[src/rtl/axil_riscv_host_master.sv]
// AXI4-Lite master for the RISC-V register slave. Accepts one write or read
// command at a time, runs the matching AXI4-Lite transaction and returns the
// captured response. Defining AXIL_MASTER_POLL_EN adds poll-read support: a
// read is repeated until (rdata & mask) == match or the attempt budget runs out.

module axil_riscv_host_master #(
    parameter int C_M00_AXI_DATA_WIDTH = 32,
    parameter int C_M00_AXI_ADDR_WIDTH = 5,
    parameter int POLL_MAX_BIT         = 16
) (
    input  logic                                m00_axi_aclk,
    input  logic                                m00_axi_areset,

    input  logic                                cmd_valid,
    output logic                                cmd_ready,
    input  logic                                cmd_write,
    input  logic [C_M00_AXI_ADDR_WIDTH-1:0]     cmd_addr,
    input  logic [C_M00_AXI_DATA_WIDTH-1:0]     cmd_wdata,
    input  logic [C_M00_AXI_DATA_WIDTH/8-1:0]   cmd_wstrb,
    input  logic                                cmd_poll,
    input  logic [C_M00_AXI_DATA_WIDTH-1:0]     cmd_mask,
    input  logic [C_M00_AXI_DATA_WIDTH-1:0]     cmd_match,

    output logic                                rsp_valid,
    input  logic                                rsp_ready,
    output logic [C_M00_AXI_DATA_WIDTH-1:0]     rsp_rdata,
    output logic [1:0]                          rsp_resp,
    output logic                                rsp_timeout,
    output logic                                busy,

    output logic [C_M00_AXI_ADDR_WIDTH-1:0]     m00_axi_awaddr,
    output logic [2:0]                          m00_axi_awprot,
    output logic                                m00_axi_awvalid,
    input  logic                                m00_axi_awready,
    output logic [C_M00_AXI_DATA_WIDTH-1:0]     m00_axi_wdata,
    output logic [C_M00_AXI_DATA_WIDTH/8-1:0]   m00_axi_wstrb,
    output logic                                m00_axi_wvalid,
    input  logic                                m00_axi_wready,
    input  logic [1:0]                          m00_axi_bresp,
    input  logic                                m00_axi_bvalid,
    output logic                                m00_axi_bready,
    output logic [C_M00_AXI_ADDR_WIDTH-1:0]     m00_axi_araddr,
    output logic [2:0]                          m00_axi_arprot,
    output logic                                m00_axi_arvalid,
    input  logic                                m00_axi_arready,
    input  logic [C_M00_AXI_DATA_WIDTH-1:0]     m00_axi_rdata,
    input  logic [1:0]                          m00_axi_rresp,
    input  logic                                m00_axi_rvalid,
    output logic                                m00_axi_rready
);

    localparam int DW = C_M00_AXI_DATA_WIDTH;
    localparam int AW = C_M00_AXI_ADDR_WIDTH;

    localparam logic [2:0] ST_IDLE    = 3'd0;
    localparam logic [2:0] ST_WR      = 3'd1;
    localparam logic [2:0] ST_WR_RESP = 3'd2;
    localparam logic [2:0] ST_RD_ADDR = 3'd3;
    localparam logic [2:0] ST_RD_DATA = 3'd4;
    localparam logic [2:0] ST_RSP     = 3'd5;

    logic [2:0]      state;
    logic [AW-1:0]   addr_q;
    logic [DW-1:0]   wdata_q;
    logic [DW/8-1:0] wstrb_q;

`ifdef AXIL_MASTER_POLL_EN
    localparam logic [POLL_MAX_BIT-1:0] POLL_LAST  = '1;
    localparam logic [POLL_MAX_BIT-1:0] POLL_FIRST = POLL_MAX_BIT'(1);

    logic                    poll_q;
    logic [DW-1:0]           mask_q;
    logic [DW-1:0]           match_q;
    logic [POLL_MAX_BIT-1:0] poll_cnt;
    logic                    poll_miss;

    assign poll_miss = (m00_axi_rdata & mask_q) != match_q;
`else
    logic unused_poll_inputs;
    localparam int unused_poll_max_bit = POLL_MAX_BIT;

    assign unused_poll_inputs = ^{cmd_poll, cmd_mask, cmd_match};
    assign rsp_timeout        = 1'b0;
`endif

    // Handshake and status outputs decoded straight from the state; addresses
    // and write data come from the command registers so they stay stable.
    assign cmd_ready       = (state == ST_IDLE) && !m00_axi_areset;
    assign busy            = (state != ST_IDLE);
    assign rsp_valid       = (state == ST_RSP);
    assign m00_axi_bready  = (state == ST_WR_RESP);
    assign m00_axi_rready  = (state == ST_RD_DATA);
    assign m00_axi_awaddr  = addr_q;
    assign m00_axi_araddr  = addr_q;
    assign m00_axi_wdata   = wdata_q;
    assign m00_axi_wstrb   = wstrb_q;
    assign m00_axi_awprot  = 3'b000;
    assign m00_axi_arprot  = 3'b000;

    // Command sequencer: accept, issue AW/W or AR, collect B or R, hold response.
    always_ff @(posedge m00_axi_aclk or posedge m00_axi_areset) begin
        if (m00_axi_areset) begin
            state           <= ST_IDLE;
            addr_q          <= '0;
            wdata_q         <= '0;
            wstrb_q         <= '0;
            m00_axi_awvalid <= 1'b0;
            m00_axi_wvalid  <= 1'b0;
            m00_axi_arvalid <= 1'b0;
            rsp_rdata       <= '0;
            rsp_resp        <= 2'b00;
`ifdef AXIL_MASTER_POLL_EN
            poll_q          <= 1'b0;
            mask_q          <= '0;
            match_q         <= '0;
            poll_cnt        <= '0;
            rsp_timeout     <= 1'b0;
`endif
        end else begin
            case (state)
                ST_IDLE: begin
                    if (cmd_valid) begin
                        addr_q  <= cmd_addr;
                        wdata_q <= cmd_wdata;
                        wstrb_q <= cmd_wstrb;
`ifdef AXIL_MASTER_POLL_EN
                        poll_q      <= cmd_poll && !cmd_write;
                        mask_q      <= cmd_mask;
                        match_q     <= cmd_match;
                        poll_cnt    <= POLL_FIRST;
                        rsp_timeout <= 1'b0;
`endif
                        if (cmd_write) begin
                            m00_axi_awvalid <= 1'b1;
                            m00_axi_wvalid  <= 1'b1;
                            state           <= ST_WR;
                        end else begin
                            m00_axi_arvalid <= 1'b1;
                            state           <= ST_RD_ADDR;
                        end
                    end
                end
                ST_WR: begin
                    m00_axi_awvalid <= m00_axi_awvalid && !m00_axi_awready;
                    m00_axi_wvalid  <= m00_axi_wvalid && !m00_axi_wready;
                    if ((!m00_axi_awvalid || m00_axi_awready) &&
                        (!m00_axi_wvalid || m00_axi_wready)) begin
                        state <= ST_WR_RESP;
                    end
                end
                ST_WR_RESP: begin
                    if (m00_axi_bvalid) begin
                        rsp_resp  <= m00_axi_bresp;
                        rsp_rdata <= '0;
                        state     <= ST_RSP;
                    end
                end
                ST_RD_ADDR: begin
                    if (m00_axi_arvalid) begin
                        if (m00_axi_arready) begin
                            m00_axi_arvalid <= 1'b0;
                            state           <= ST_RD_DATA;
                        end
                    end else begin
                        m00_axi_arvalid <= 1'b1;
                    end
                end
                ST_RD_DATA: begin
                    if (m00_axi_rvalid) begin
                        rsp_rdata <= m00_axi_rdata;
                        rsp_resp  <= m00_axi_rresp;
`ifdef AXIL_MASTER_POLL_EN
                        if (poll_q && (m00_axi_rresp == 2'b00) && poll_miss &&
                            (poll_cnt != POLL_LAST)) begin
                            poll_cnt <= poll_cnt + POLL_FIRST;
                            state    <= ST_RD_ADDR;
                        end else begin
                            rsp_timeout <= poll_q && ((m00_axi_rresp != 2'b00) || poll_miss);
                            state       <= ST_RSP;
                        end
`else
                        state <= ST_RSP;
`endif
                    end
                end
                ST_RSP: begin
                    if (rsp_ready) begin
                        state <= ST_IDLE;
                    end
                end
                default: begin
                    state <= ST_IDLE;
                end
            endcase
        end
    end

endmodule
[config.mk]
export PLATFORM = sky130hd
export DESIGN_NAME = axil_riscv_host_master
export DESIGN_NICKNAME = d
export VERILOG_FILES = /design/src/rtl/axil_riscv_host_master.sv
export SDC_FILE = /design/constraint.sdc
export NUM_CORES = 1
export LEC_CHECK = 0
export CAP_MARGIN = 20
export CORE_UTILIZATION = 30
export DETAILED_ROUTE_END_ITERATION = 8
export PLACE_DENSITY = 0.81
export SYNTH_ARGS = -nofsm -noshare
export SYNTH_HDL_FRONTEND = slang
export SYNTH_SLANG_ARGS = --single-unit
[constraint.sdc]
create_clock -name m00_axi_aclk -period 3.5 [get_ports m00_axi_aclk]
set_input_delay 0.525 -clock m00_axi_aclk [delete_from_list [all_inputs] [get_ports m00_axi_aclk]]
set_output_delay 0.525 -clock m00_axi_aclk [all_outputs]
set_load 0.02 [all_outputs]
==> flow_metrics.py, run 1 <==
metrics = {
    "clock_network": {
        "cts_buffers": 9,
        "path_clk_slew_ns": 0.06,
        "postCtsHoldBufs": 0,
        "clock-root-buffer": "clkbuf_16",
        "clk_latency_ns": 0.33,
        "cts_tree": "yes",
        "clockBufferDepth": 2,
        "post-cts-setup-buffers": 0,
        "h-tree-depth": 3,
        "clock-sinks": 81,
        "cts_resized": 0,
    },
    "layout": {
        "final_core_util": 0.493,
        "nFillCells": 1061,
        "area.growth.synth_to_final_pct": 57.3,
        "drive_above_1_share": 0.135,
        "nets": 614,
        "diodes": 0,
    },
    "critical_path": {
        "cp_data_arrival_time_ns": 2.12,
        "regToRegSetupSlack_ns": 1.32,
        "critical-path-top-delay-family": "buffers and inverters",
        "critPathBufInv": 1,
        "crit_required_ns": 2.97,
        "cp_slowest_cell": "clkdlybuf4s50_1",
        "crit_fanout": 18,
        "critPathMaxStageDelay_ns": 0.61,
        "reg2reg_from": "state[0]",
        "crit_type": "register to primary output",
        "crit_path_start_kind": "register",
        "cp_cell_sequence": "or3_4 -> nor2_1 -> clkdlybuf4s50_1",
        "cp.depth": 3,
        "rr_endpoint": "m00_axi_wstrb[2]",
        "reg2regPathDepth": 3,
        "end_kind": "primary output",
    },
    "sta": {
        "setup_viol": 0,
        "period_needed_ns": 2.65,
        "finalMaxSlewViolations": 0,
        "min_period_over_period": 0.756,
        "slew-limit-headroom": 0.547,
        "final_hold_viol_count": 0,
        "worst_pin_slew_ns": 0.679,
        "clock.fmax_ghz": 0.378,
        "setup_tns_ns": 0,
        "grt_setup_unrepaired": "false",
        "finClkSkew_ns": 0.00884,
    },
    "worst_hold_path": {
        "worstHoldPathType": "register to register",
        "min_path_cells": 1,
        "hold_path.startpoint": "m00_axi_wdata[27]",
        "hold_end": "m00_axi_wdata[27]",
    },
    "power_and_ir_drop": {
        "switching_share": 0.369,
        "cellPowerDensity_nw_per_um2": 930,
        "internal-power_mw": 3.36,
        "p_leak_nw": 2.32,
        "p_seq_frac": 0.319,
        "ir_drop_uv": 350,
        "p_sw_mw": 1.96,
        "pwr-share-comb": 0.500,
        "clkPwrFrac": 0.182,
    },
    "drt": {
        "wl_um": 8720,
        "routedWlPerCell_um": 14.3,
        "first_pass_iters": 6,
        "drt-initial-drc-count": 129,
        "vias_per_cell": 4.47,
        "drc": 15,
        "dr_total_vias": 2725,
        "ant_nets": 0,
    },
    "global_route": {
        "gr-total-overflow": 0,
        "grt_max_degree": 42,
        "antenna_found_initial": 0,
        "grt_pass1_vias": 2935,
        "grt_pass1_wl_um": 14500,
        "groute.usage.overall": 0.146,
    },
    "yosys": {
        "synth_area_um2": 3640,
        "synth-edff-count": 0,
        "synthArstFlopShare": 1.00,
        "synthTopCellsByCount": "dfrtp_1, inv_1, mux2_2",
        "synth.yosys.seq_area_share": 0.557,
        "synth.most_common_cell": "dfrtp_1",
        "synth.area.top_cells": "dfrtp_1, mux2_2, mux2i_1, inv_1, nand2_1",
        "synth_area_per_cell_um2": 12.4,
        "yosysWarnings": 0,
        "yosysTopAreaCell": "dfrtp_1",
        "synth_top_area_share": 0.557,
        "synth_ff_type": "dfrtp_1",
        "synthCells": 293,
        "yosysUniqueCellTypes": 35,
        "ys_ff_latch": 81,
    },
    "floorplanning": {
        "rows": 39,
        "die_area_um2": 12600,
        "io_pins": 247,
        "die_width_um": 112,
        "die_h_um": 112,
        "start_util": 0.313,
        "placeableCoreArea_um2": 11600,
    },
    "place": {
        "gp_congestion": 0.748,
        "hpwl_um": 6410,
        "port_buffers": 174,
    },
    "outcome": {
        "violations": "DRC",
        "status": "complete, but fails checks",
    },
    "job": {
        "maxCapViolCount": 0,
    },
}
stage by stage:
step           cell area, um2  power, mW  cells  hold slack, ns  worst slack [ns]
2_1_floorplan            3660       3.20    299           0.605             0.895
3_3_place_gp             5410       4.31    594           0.470              1.16
3_5_place_dp             5410       4.40    594           0.475              1.10
4_1_cts                  5720       5.40    610           0.488             0.837
5_1_grt                  5720       5.64    610           0.511             0.725
6_report                 5720       5.32    610           0.489             0.853
registers in the layout, indices dropped and copies added, names as in the netlist:
register         flops
m00_axi_wdata       32
rsp_rdata           32
m00_axi_araddr       5
m00_axi_wstrb        4
state                3
rsp_resp             2
m00_axi_arvalid      1
m00_axi_awvalid      1
m00_axi_wvalid       1
final cells by class:
| class | instances | area [um2] | area share |
|---|---|---|---|
| inverters | 35 | 133 | 0.0232 |
| repair buffers | 178 | 1780 | 0.312 |
| multi-input cells | 157 | 1280 | 0.225 |
| well taps | 143 | 179 | 0.0313 |
| clock inverters | 5 | 62.6 | 0.0109 |
| flip-flops and latches | 81 | 2030 | 0.354 |
| clock buffers | 11 | 253 | 0.0442 |
how the worst max path moves through the flow:
| stage | from | endpoint |
|---|---|---|
| final | state[0] | cmd_ready |
| after global routing | state[0] | cmd_ready |
| after CTS | state[0] | cmd_ready |
| after detailed placement | cmd_valid | m00_axi_wdata[31] |
| after global placement | cmd_valid | m00_axi_wdata[17] |
| after floorplan | m00_axi_areset | m00_axi_araddr[0] |
worst reg2reg max path, cell delays in order, from the launching register on:
cell     delay, ns
dfrtp_1       0.60
or3_4         0.48
nor2_8        0.52
mux2_2        0.45
cells in the final DEF (no fill, tap or decap), drive strengths merged:
cell type / n
dfrtp: 81
nor2b: 2
a31oi: 2
a311oi: 1
nand2: 34
inv: 35
o311a: 1
clkdlybuf4s50: 174
nand4b: 1
nor2: 6
or3b: 1
nand2b: 4
mux2: 45
clkbuf: 11
a21oi: 4
a2bb2oi: 1
o21bai: 3
o2bb2ai: 2
or3: 1
clkinvlp: 2
and3: 1
clkinv: 2
o21ai: 3
bufinv: 1
nor3b: 1
nor3: 1
a32oi: 1
mux2i: 32
conb: 7
buf: 4
nand3b: 2
or2: 1
kinds of logic after synthesis:
| kind of cell | share of synthesized area |
|---|---|
| other | 0.00103 |
| multiplexers | 0.227 |
| flip-flops | 0.557 |
| AND/OR/NAND/NOR | 0.0798 |
| buffers and inverters | 0.0973 |
| AO/OA/AOI/OAI | 0.0372 |
power by group through the flow:
stage	logic, mW	registers [mW]	clock network [mW]
after global placement	2.63	1.68	0
after detailed placement	2.69	1.71	0
after CTS	2.70	1.70	1.00
final	2.66	1.70	0.967
after floorplan	1.02	2.18	0
after global routing	2.83	1.77	1.04
layer usage:
metal  vias up  track usage  wire length, um
li1       1278            -                -
met1      1310        0.181             3640
met2       129        0.238             4180
met3         8       0.0427              796
met4         0       0.0613              100
met5         -            0                0
(Power assumes the default switching activity.)
==> inputs of run 2 (changes only) <==
==> constraint.sdc (replaced) <==
create_clock -name m00_axi_aclk -period 2.7 [get_ports m00_axi_aclk]
set_input_delay 0.405 -clock m00_axi_aclk [delete_from_list [all_inputs] [get_ports m00_axi_aclk]]
set_output_delay 0.405 -clock m00_axi_aclk [all_outputs]
set_load 0.02 [all_outputs]
==> flow_metrics.py, run 2 (synthesis results as in run 1) <==
metrics = {
    "layout": {
        "final_common_cell": "clkdlybuf4s50_1",
        "diodes": 0,
        "area.growth.synth_to_final_pct": 57.4,
        "drive_above_1_share": 0.132,
        "final_cell_mix": "clkdlybuf4s50_1, dfrtp_1, mux2_2, inv_1, nand2_1",
        "stdcell_count": 611,
        "nets": 615,
    },
    "clock_network": {
        "clk_latency_ns": 0.33,
        "postCtsHoldBufs": 0,
        "post-cts-setup-buffers": 0,
        "cts_resized": 0,
        "cts_buffers": 9,
        "path_clk_slew_ns": 0.06,
        "clock-root-buffer": "clkbuf_16",
        "clockBufferDepth": 2,
        "h-tree-depth": 3,
        "clock-sinks": 81,
        "cts_tree": "yes",
    },
    "power_and_ir_drop": {
        "ir_drop_uv": 647,
        "finalPower_mw": 6.88,
        "p_leak_nw": 2.34,
        "cellPowerDensity_nw_per_um2": 1200,
    },
    "sta": {
        "fin_ws_ns": 0.237,
        "clock.fmax_ghz": 0.406,
        "holdWs_ns": 0.491,
        "slew-limit-headroom": 0.538,
        "finalMaxSlewViolations": 0,
        "grt_setup_unrepaired": "false",
        "final_hold_viol_count": 0,
        "setup_tns_ns": 0,
        "worst_pin_slew_ns": 0.692,
        "period_needed_ns": 2.46,
        "setup_viol": 0,
        "finClkSkew_ns": 0.00660,
        "min_period_over_period": 0.912,
    },
    "global_route": {
        "groute.usage.overall": 0.143,
        "grt_pass1_wl_um": 14000,
        "gr-total-overflow": 0,
        "grt_max_degree": 45,
        "grt_pass1_vias": 2926,
        "antenna_found_initial": 0,
    },
    "drt": {
        "routedWlPerCell_um": 14.1,
        "route.met2.wl_um": 4010,
        "drt-met1-wl_um": 3680,
        "drt-initial-drc-count": 108,
        "first_pass_iters": 6,
        "wl_um": 8630,
        "ant_nets": 0,
        "drc": 15,
        "highest_layer": "met4",
        "vias_per_cell": 4.45,
        "dr_total_vias": 2718,
        "wl_met3_um": 785,
    },
    "place": {
        "port_buffers": 174,
        "gp_congestion": 0.777,
        "hpwl_um": 6290,
        "placedCellCount": 595,
        "place_ws_ns": 0.427,
    },
    "floorplanning": {
        "placeableCoreArea_um2": 11600,
        "die_area_um2": 12600,
        "die_h_um": 112,
        "io_pins": 247,
        "start_util": 0.313,
        "die_width_um": 112,
        "rows": 39,
    },
    "critical_path": {
        "crit_required_ns": 2.30,
        "crit_path_start_kind": "register",
        "end_kind": "primary output",
        "cp_cell_sequence": "or3_4 -> nor2_1 -> clkdlybuf4s50_1",
        "cp_slowest_cell": "clkdlybuf4s50_1",
        "crit_fanout": 13,
        "crit_type": "register to primary output",
        "critical-path-top-delay-family": "buffers and inverters",
        "cp_data_arrival_time_ns": 2.06,
        "critPathMaxStageDelay_ns": 0.60,
        "critPathBufInv": 1,
    },
    "job": {
        "maxCapViolCount": 0,
    },
    "outcome": {
        "status": "complete, but fails checks",
        "violations": "DRC",
    },
    "worst_hold_path": {
        "worstHoldPathType": "register to register",
    },
}
==> run 2: final timing paths <==
kind,cells after the start,slack [ns],from,endpoint
setup / recovery,3,0.24,state[2],cmd_ready
hold / removal,1,0.49,m00_axi_wdata[25],m00_axi_wdata[25]
setup reg to reg,3,0.59,state[2],m00_axi_wdata[20]
hold reg to reg,1,0.49,m00_axi_wdata[25],m00_axi_wdata[25]
max in group asynchronous,3,1.53,m00_axi_areset,rsp_rdata[20]
min in group asynchronous,2,0.52,m00_axi_areset,rsp_resp[0]
==> run 2: area by class of cell <==
cell class / instances / area, um2
fillers: 1060 / 5890
flip-flops and latches: 81 / 2030
repair buffers: 179 / 1790
multi-input cells: 157 / 1280
clock buffers: 14 / 274
well taps: 143 / 179
inverters: 35 / 133
clock inverters: 2 / 35.0
==> run 2: report_power, final <==
part | leakage, nW | internal, mW | switching (mW)
registers | 1.02 | 1.80 | 0.372
clock network | 0.153 | 0.791 | 0.454
logic | 1.17 | 1.79 | 1.67
==> run 2: metrics by stage <==
step / util / area (um2)
after floorplan: - / 3660
after global placement: 0.466 / 5420
after detailed placement: 0.466 / 5420
after CTS: 0.493 / 5720
after global routing: 0.493 / 5720
final: 0.493 / 5720
==> run 2: per-layer routing <==
layer / vias to the layer above / track usage
met3: 13 / 0.0475
met5: - / 0
met1: 1300 / 0.168
met2: 124 / 0.237
li1: 1281 / -
met4: 0 / 0.0649
